--- config.mk ---
export PLATFORM = sky130hd
export DESIGN_NAME = sccb_cmd_arbiter
export DESIGN_NICKNAME = d
export VERILOG_FILES = /design/src/rtl/sccb_cmd_arbiter_pkg.sv /design/src/rtl/sccb_cmd_arbiter_rr_picker.sv /design/src/rtl/sccb_cmd_arbiter.sv
export SDC_FILE = /design/constraint.sdc
export NUM_CORES = 1
export LEC_CHECK = 0
export ABC_AREA = 1
export BUFFER_PORTS_ARGS = -buffer_cell sky130_fd_sc_hd__buf_2
export CAP_MARGIN = 20
export CORE_ASPECT_RATIO = 1.1
export CORE_MARGIN = 3
export CORE_UTILIZATION = 35
export CTS_CLUSTER_SIZE = 10
export DETAILED_ROUTE_END_ITERATION = 10
export PLACE_DENSITY = 0.57
export SYNTH_ARGS = -nofsm -noshare
export SYNTH_HDL_FRONTEND = slang
export SYNTH_SLANG_ARGS = --single-unit
--- constraint.sdc ---
create_clock -name ov7670_clk50 -period 4.7 [get_ports ov7670_clk50]
set_input_delay 0.94 -clock ov7670_clk50 [delete_from_list [all_inputs] [get_ports ov7670_clk50]]
set_output_delay 0.94 -clock ov7670_clk50 [all_outputs]
set_load 0.005 [all_outputs]
--- src/rtl/sccb_cmd_arbiter_pkg.sv ---
// Shared types and constants for the SCCB command arbiter.
// The SCCB_ARB_TIMEOUT_EN macro enables the SEND watchdog.
package sccb_cmd_arbiter_pkg;

  localparam int CMD_W = 16;

  localparam logic [CMD_W-1:0] SCCB_SOFT_RESET_CMD = 16'h1280;

  typedef enum logic [1:0] {
    IDLE = 2'd0,
    SEND = 2'd1,
    GAP  = 2'd2
  } arb_state_t;

  function automatic logic is_soft_reset(
    input logic [CMD_W-1:0] cmd
  );
    return cmd == SCCB_SOFT_RESET_CMD;
  endfunction

endpackage

--- src/rtl/sccb_cmd_arbiter_rr_picker.sv ---
// Combinational round-robin picker: first set request after
// last_grant, wrapping from N_REQ-1 back to 0.
module rr_picker #(
  parameter int N_REQ = 4,
  parameter int IW    = $clog2(N_REQ)
) (
  input  logic [N_REQ-1:0] req,
  input  logic [IW-1:0]    last_grant,
  output logic [IW-1:0]    grant,
  output logic             any_valid
);

  logic [IW-1:0] idx;

  // Walk from farthest to nearest so the nearest hit wins.
  always_comb begin
    grant     = '0;
    any_valid = 1'b0;
    idx       = '0;
    for (int k = N_REQ; k >= 1; k--) begin
      idx = IW'((int'(last_grant) + k) % N_REQ);
      if (req[idx]) begin
        grant     = idx;
        any_valid = 1'b1;
      end
    end
  end

endmodule

--- src/rtl/sccb_cmd_arbiter.sv ---
// Round-robin arbiter serialising register writes onto one SCCB sender.
// Define SCCB_ARB_TIMEOUT_EN to add a token watchdog in SEND.
module sccb_cmd_arbiter
  import sccb_cmd_arbiter_pkg::*;
#(
  parameter int N_REQ            = 4,
  parameter int GAP_CYCLES       = 16,
  parameter int RESET_GAP_CYCLES = 50000,
  parameter int TIMEOUT_CYCLES   = 200000
) (
  input  logic                   ov7670_clk50,
  input  logic                   reg_conf_rst_n,
  input  logic [N_REQ-1:0]       req_valid,
  input  logic [CMD_W*N_REQ-1:0] req_cmd,
  output logic [N_REQ-1:0]       req_ack,
  output logic                   i2c_send,
  output logic [CMD_W-1:0]       i2c_cmd,
  input  logic                   token,
  output logic                   busy,
  output logic                   timeout_err
);

  localparam int IW = $clog2(N_REQ);
  localparam int GAP_MAX =
    (RESET_GAP_CYCLES > GAP_CYCLES) ?
    RESET_GAP_CYCLES : GAP_CYCLES;
  localparam int GW = $clog2(GAP_MAX + 1);
  localparam logic [GW-1:0] GAP_LD  = GW'(GAP_CYCLES);
  localparam logic [GW-1:0] RGAP_LD = GW'(RESET_GAP_CYCLES);
  localparam logic [IW-1:0] LAST_RST = IW'(N_REQ - 1);

  if (N_REQ < 2 || N_REQ > 8) begin : g_bad_n_req
    $error("N_REQ must be in 2..8");
  end
  if (GAP_CYCLES < 0 || RESET_GAP_CYCLES < 0) begin : g_bad_gap
    $error("gap lengths must be non-negative");
  end
  if (TIMEOUT_CYCLES < 1) begin : g_bad_timeout
    $error("TIMEOUT_CYCLES must be positive");
  end

  arb_state_t       state;
  logic [IW-1:0]    last_grant;
  logic [IW-1:0]    grant;
  logic             any_valid;
  logic [GW-1:0]    gap_cnt;
  logic [CMD_W-1:0] grant_cmd;

  rr_picker #(
    .N_REQ (N_REQ),
    .IW    (IW)
  ) u_rr_picker (
    .req        (req_valid),
    .last_grant (last_grant),
    .grant      (grant),
    .any_valid  (any_valid)
  );

  assign grant_cmd = req_cmd[CMD_W*int'(grant) +: CMD_W];
  assign busy      = (state != IDLE);

  // Ack is the grant itself, so it lands in the arbitration cycle.
  always_comb begin
    req_ack = '0;
    if (reg_conf_rst_n && state == IDLE && any_valid) begin
      req_ack[grant] = 1'b1;
    end
  end

`ifdef SCCB_ARB_TIMEOUT_EN
  localparam int TW = $clog2(TIMEOUT_CYCLES + 1);
  localparam logic [TW-1:0] TO_LAST = TW'(TIMEOUT_CYCLES - 1);

  logic [TW-1:0] wdog_cnt;
`else
  assign timeout_err = 1'b0;
`endif

  always_ff @(posedge ov7670_clk50 or negedge reg_conf_rst_n) begin
    if (!reg_conf_rst_n) begin
      state      <= IDLE;
      i2c_send   <= 1'b0;
      i2c_cmd    <= '0;
      last_grant <= LAST_RST;
      gap_cnt    <= '0;
`ifdef SCCB_ARB_TIMEOUT_EN
      wdog_cnt    <= '0;
      timeout_err <= 1'b0;
`endif
    end else begin
      unique case (state)
        IDLE: begin
          if (any_valid) begin
            i2c_cmd    <= grant_cmd;
            last_grant <= grant;
            i2c_send   <= 1'b1;
            state      <= SEND;
`ifdef SCCB_ARB_TIMEOUT_EN
            wdog_cnt   <= '0;
`endif
          end
        end
        SEND: begin
          if (token) begin
            i2c_send <= 1'b0;
            gap_cnt  <= is_soft_reset(i2c_cmd) ? RGAP_LD : GAP_LD;
            state    <= GAP;
`ifdef SCCB_ARB_TIMEOUT_EN
          end else if (wdog_cnt == TO_LAST) begin
            i2c_send    <= 1'b0;
            timeout_err <= 1'b1;
            gap_cnt     <= GAP_LD;
            state       <= GAP;
          end else begin
            wdog_cnt <= wdog_cnt + 1'b1;
`endif
          end
        end
        GAP: begin
          if (gap_cnt == '0) begin
            state <= IDLE;
          end else begin
            gap_cnt <= gap_cnt - 1'b1;
          end
        end
        default: begin
          state    <= IDLE;
          i2c_send <= 1'b0;
        end
      endcase
    end
  end

endmodule

==> results.cfg, run 1 <==
[outcome]
status = finished, final reports clean

[finish]
multi_input_area_mm2 = 0.00164
regArea_um2 = 928
fin_util_pct = 42.9
nFillCells = 889
drive_gt1_share_pct = 24.4
final_area_mm2 = 0.00343
fin_nets = 599
final_common_cell = nand2_1
antenna_cells = 0
layout_common_cells = nand2_1, buf_2, nand3_1, dfrtp_1, inv_1
synthToLayoutAreaGrowth_pct = 18.6

[clock_network]
h-tree-depth = 2
path_clk_slew_ns = 0.07
clock_latency_ns = 0.29
clock_tree.root_cell = clkbuf_8
ctsHoldBuffers = 0
cts_setup_buffers = 0
cts_sinks = 37
cts_buffer_depth = 2
numCtsBuffers = 5
ctsResizeCount = 0
tritoncts = done

[min_path]
holdPathEnd = i2c_send
min_from = i2c_send
hold_path_class = reg2reg
holdPathStages = 2

[critical_path]
reg2regPathDepth = 13
crit_arrival_ns = 2.68
crit_type = reg2out
crit_fanout = 33
r2r-start = last_grant[0]
reg2reg_to = i2c_cmd[3]
reg2reg_setup_slack_ns = 2.28
start_kind = flip-flop
end_kind = output pin
required_ns = 3.76

[floorplan]
fp.dieW_um = 92.7
die_h_um = 101
core_mm2 = 0.00800
rows = 34
die-area_mm2 = 0.00940
start_util_pct = 36.2
ioPinCount = 94

[routing]
viasPerCell = 4.75
wire_per_inst_um = 11.7
ant_nets = 0
firstDrtPassIters = 4
via_count = 3019
drt_iter0_drc = 120
drc = 0
finalWirelength_um = 7470

[timing]
hold_violations = 0
setup_violations = 0
finalCritPeriodShare_pct = 76.9
rsz0062_at_grt = no
final.min_clock_period_ns = 3.62
setup-tns-final_ns = 0
fin_skew_ns = 0.00672
hold_ws_ns = 0.500
tightest_slew_ns = 0.606
report.final.slew_viol_count = 0
max-slew-margin-rel_pct = 59.5
fmax_ghz = 0.277

[synthesis]
synth_cells = 449
yosysTopAreaCell = dfrtp_1
synth_cell_types = 32
yosysSeqAreaShare_pct = 32.1
ys_ff_latch = 37
ys_top_cells_by_area = dfrtp_1, nand2_1, nand3_1, inv_1, nor2_1
syn_nets = 521
synth_warnings = 0
synth_area_mm2 = 0.00289
yosys.area.top_type_share_pct = 30.3
avgSynthCellArea_um2 = 6.45

[global_routing]
grt_overflow_total = 0
antenna_found_initial = 0
grt_max_degree = 38
grt_usage_pct = 16.3
grt_pass1_vias = 2848
grt_pass1_wl_um = 12600

[pwr]
leakage_nw = 1.93
power_density_mw_per_mm2 = 210
peakVddDrop_mv = 0.104

[place]
hpwl_um = 5810
port_buffers = 92
place.gp.congestion = 0.900
postPlaceCellArea_mm2 = 0.00331

[run]
drv_cap = 0
power by group:
group	internal (mW)	total [mW]	switching (mW)	leakage [nW]
Clock	0.172	0.288	0.115	0.0574
Combinational	0.0478	0.116	0.0684	1.42
Sequential	0.318	0.318	0	0.448
Total	0.539	0.722	0.184	1.93
metrics by stage:
| step | total power [mW] | setup slack [ns] | cells |
|---|---|---|---|
| 2_1_floorplan | 0.398 | 1.80 | 449 |
| 3_3_place_gp | 0.442 | 1.13 | 628 |
| 3_5_place_dp | 0.441 | 1.09 | 628 |
| 4_1_cts | 0.730 | 1.07 | 636 |
| 5_1_grt | 0.761 | 0.782 | 636 |
| 6_report | 0.722 | 1.08 | 636 |
how the worst max path moves through the flow:
stage / from / to / slack, ns / cells after the start
after global placement: req_valid[3] / req_ack[0] / 1.13 / 11
after global routing: last_grant[0] / req_ack[0] / 0.78 / 11
after floorplan: req_valid[3] / req_ack[0] / 1.80 / 12
final: last_grant[0] / req_ack[0] / 1.08 / 11
after CTS: last_grant[0] / req_ack[0] / 1.07 / 11
after detailed placement: req_valid[3] / req_ack[0] / 1.09 / 11
cell type report:
class / instances / area share [%]
Tap cell: 108 / 3.94
Timing Repair Buffer: 94 / 13.8
Sequential cell: 37 / 27.0
Clock buffer: 6 / 2.41
Clock inverter: 2 / 1.09
Inverter: 34 / 3.86
Multi-Input combinational cell: 355 / 47.8
synthesized netlist by cell type:
cell type  count
buf_8          1
nor4_1         3
xnor2_1        3
buf_2          7
nand2_1      184
nor2_1        26
buf_6          6
nand4_1        5
inv_1         28
nand3_1       71
conb_1         1
xor2_1         4
nor3_1        10
o31ai_1        6
nand2_2        9
nor2_2         3
o21ai_1        1
o21ai_2        1
a31oi_1        6
clkinv_1       1
nand3b_1       1
nand2_4        5
clkbuf_8       1
inv_6          1
inv_2          4
ha_1           1
dfrtp_1       35
dfstp_2        2
buf_4          8
a21oi_1        4
o21ai_0        9
nand3_2        2
per-layer routing:
layer	part of all wire, %	GRT usage, %	routed length, um
met4	0.82	3.49	61
met1	46	21.2	3410
met5	0	0	0
met3	5.5	3.05	413
met2	48	28.3	3580
flip-flops by register name, indices dropped and copies added (netlist names):
| name | count |
|---|---|
| state | 2 |
| gap_cnt | 16 |
| i2c_send | 1 |
| last_grant | 2 |
| i2c_cmd | 16 |
worst max-delay path: stages (launching register included):
cell and delay [ns]:
dfstp_2 0.70, inv_6 0.08, nand2_1 0.07, nand2_1 0.08, nand2_1 0.11, nand2_2 0.07, nand2_4 0.10, nand3_2 0.47
nand2_2 0.29, inv_2 0.07, nor3_1 0.19, buf_2 0.15
kinds of logic after synthesis:
| group | count (synthesis) | synth area share [%] |
|---|---|---|
| adder cells (fa/ha/maj) | 1 | 0.432 |
| flip-flops | 37 | 32.1 |
| other | 1 | 0.130 |
| buffers and inverters | 57 | 11.2 |
| AND/OR/NAND/NOR | 319 | 48.5 |
| XOR/XNOR | 7 | 2.12 |
| AO/OA/AOI/OAI | 27 | 5.58 |
Power figures use the tool's default switching activity.
==> run 2, diff against run 1 <==
clock period = 3.48 ns   (was 4.7 ns; I/O delays follow)
==> run 2 against run 1 <==
Against the previous run: sequential power increased by 35%; utilization fell by 0.23 points; die area is the same; largest cell class unchanged; largest power group unchanged; highest routed layer unchanged.
==> results.cfg, run 2 (same netlist as run 1, synthesis figures left out) <==
[outcome]
status = finished, final reports clean

[critical_path]
end_kind = output pin
reg2reg_to = i2c_cmd[13]
crit_type = reg2out
start_kind = flip-flop
reg2reg_setup_slack_ns = 1.06
crit_fanout = 20
reg2regPathDepth = 13
crit_arrival_ns = 2.51
required_ns = 2.78
r2r-start = last_grant[0]

[clock_network]
ctsHoldBuffers = 0
path_clk_slew_ns = 0.07
clock_tree.root_cell = clkbuf_8
h-tree-depth = 2
cts_setup_buffers = 0
cts_sinks = 37
ctsResizeCount = 0
numCtsBuffers = 5
cts_buffer_depth = 2
tritoncts = done
clock_latency_ns = 0.28

[finish]
fin_util_pct = 42.7
drive_gt1_share_pct = 24.4
antenna_cells = 0
nFillCells = 878
layout_common_cells = nand2_1, buf_2, nand3_1, dfrtp_1, inv_1
final_common_cell = nand2_1
fin_nets = 600
synthToLayoutAreaGrowth_pct = 18.0
reg_top3 = gap_cnt (16), i2c_cmd (16)

[timing]
setup-tns-final_ns = 0
finalCritPeriodShare_pct = 92.0
setup_violations = 0
fmax_ghz = 0.312
max-slew-margin-rel_pct = 59.5
fin_skew_ns = 0.00653
final.min_clock_period_ns = 3.20
rsz0062_at_grt = no
hold_violations = 0
report.final.slew_viol_count = 0
tightest_slew_ns = 0.607

[place]
port_buffers = 92
hpwl_um = 5930
place.gp.congestion = 0.872

[pwr]
peakVddDrop_mv = 0.132
leakage_nw = 1.92
power_density_mw_per_mm2 = 261

[global_routing]
busiest_layer = met2
antenna_found_initial = 0
grt_max_degree = 38
grt_usage_pct = 16.3
use_met3_pct = 2.67
grt_pass1_wl_um = 12600
grt_pass1_vias = 2804
use_met2_pct = 27.3
grt_overflow_total = 0
gr-usage-met1_pct = 22.0

[routing]
finalWirelength_um = 7600
drt_iter0_drc = 163
via_count = 3017
firstDrtPassIters = 4
viasPerCell = 4.74
wire_per_inst_um = 11.9
drc = 0
ant_nets = 0

[run]
drv_cap = 0

[floorplan]
core_mm2 = 0.00800
start_util_pct = 36.2
rows = 34
fp.dieW_um = 92.7
ioPinCount = 94
die_h_um = 101
die-area_mm2 = 0.00940

[min_path]
hold_path_class = in2async
==> run 2: cell count changes in the layout (fill, tap and decap cells not counted), sizes merged <==
cell / previous run / this run
clkbuf: 6 / 7
bufinv: 1 / 0
buf: 94 / 95
==> run 2: where the power goes <==
group	total, mW	internal (mW)	switching, mW
logic	0.158	0.0651	0.0931
registers	0.430	0.430	0
clock network	0.304	0.161	0.144
==> run 2: worst max-delay path by stage <==
stage                   from          to  cells after the start
2_1_floorplan   req_valid[3]  req_ack[0]                     12
3_3_place_gp    req_valid[0]  req_ack[0]                     11
3_5_place_dp    req_valid[0]  req_ack[0]                     11
4_1_cts        last_grant[0]  req_ack[0]                     11
5_1_grt        last_grant[0]  req_ack[0]                     11
6_report       last_grant[0]  req_ack[0]                     11
==> run 2: final cells by class <==
| type | count | area (um2) | share of cell area [%] |
|---|---|---|---|
| Clock buffer | 7 | 86.3 | 2.53 |
| Sequential cell | 37 | 928 | 27.2 |
| Tap cell | 108 | 135 | 3.96 |
| Multi-Input combinational cell | 355 | 1640 | 48.1 |
| Clock inverter | 1 | 7.51 | 0.220 |
| Timing Repair Buffer | 95 | 483 | 14.1 |
| Inverter | 34 | 133 | 3.88 |
==> run 2: worst max-delay path, stage by stage, from the launching register on <==
cell,delay (ns)
dfstp_2,0.70
inv_6,0.08
nand2_1,0.07
nand2_1,0.08
nand2_2,0.09
nand2_2,0.07
a31oi_1,0.14
nand2_1,0.10
nand2_2,0.29
inv_2,0.21
nor3_1,0.25
buf_2,0.15
==> run 2: layer usage <==
metal  vias to the layer above  wire (um)  share of wire [%]
li1                       1594          -                  -
met1                      1321       3430                 45
met2                        98       3610                 48
met3                         4        498                6.6
met4                         0         62               0.82
met5                         -          0                  0
==> run 2: metrics by stage <==
stage / total power [mW] / hold slack, ns / cells / worst slack [ns] / cell area [um2]
after global placement: 0.598 / 0.464 / 629 / 0.596 / 3320
after global routing: 0.952 / 0.526 / 637 / 0.0728 / 3410
final: 0.892 / 0.482 / 637 / 0.277 / 3410
after detailed placement: 0.597 / 0.475 / 629 / 0.576 / 3320
after floorplan: 0.537 / 0.400 / 449 / 1.07 / 2890
after CTS: 0.910 / 0.494 / 637 / 0.283 / 3410
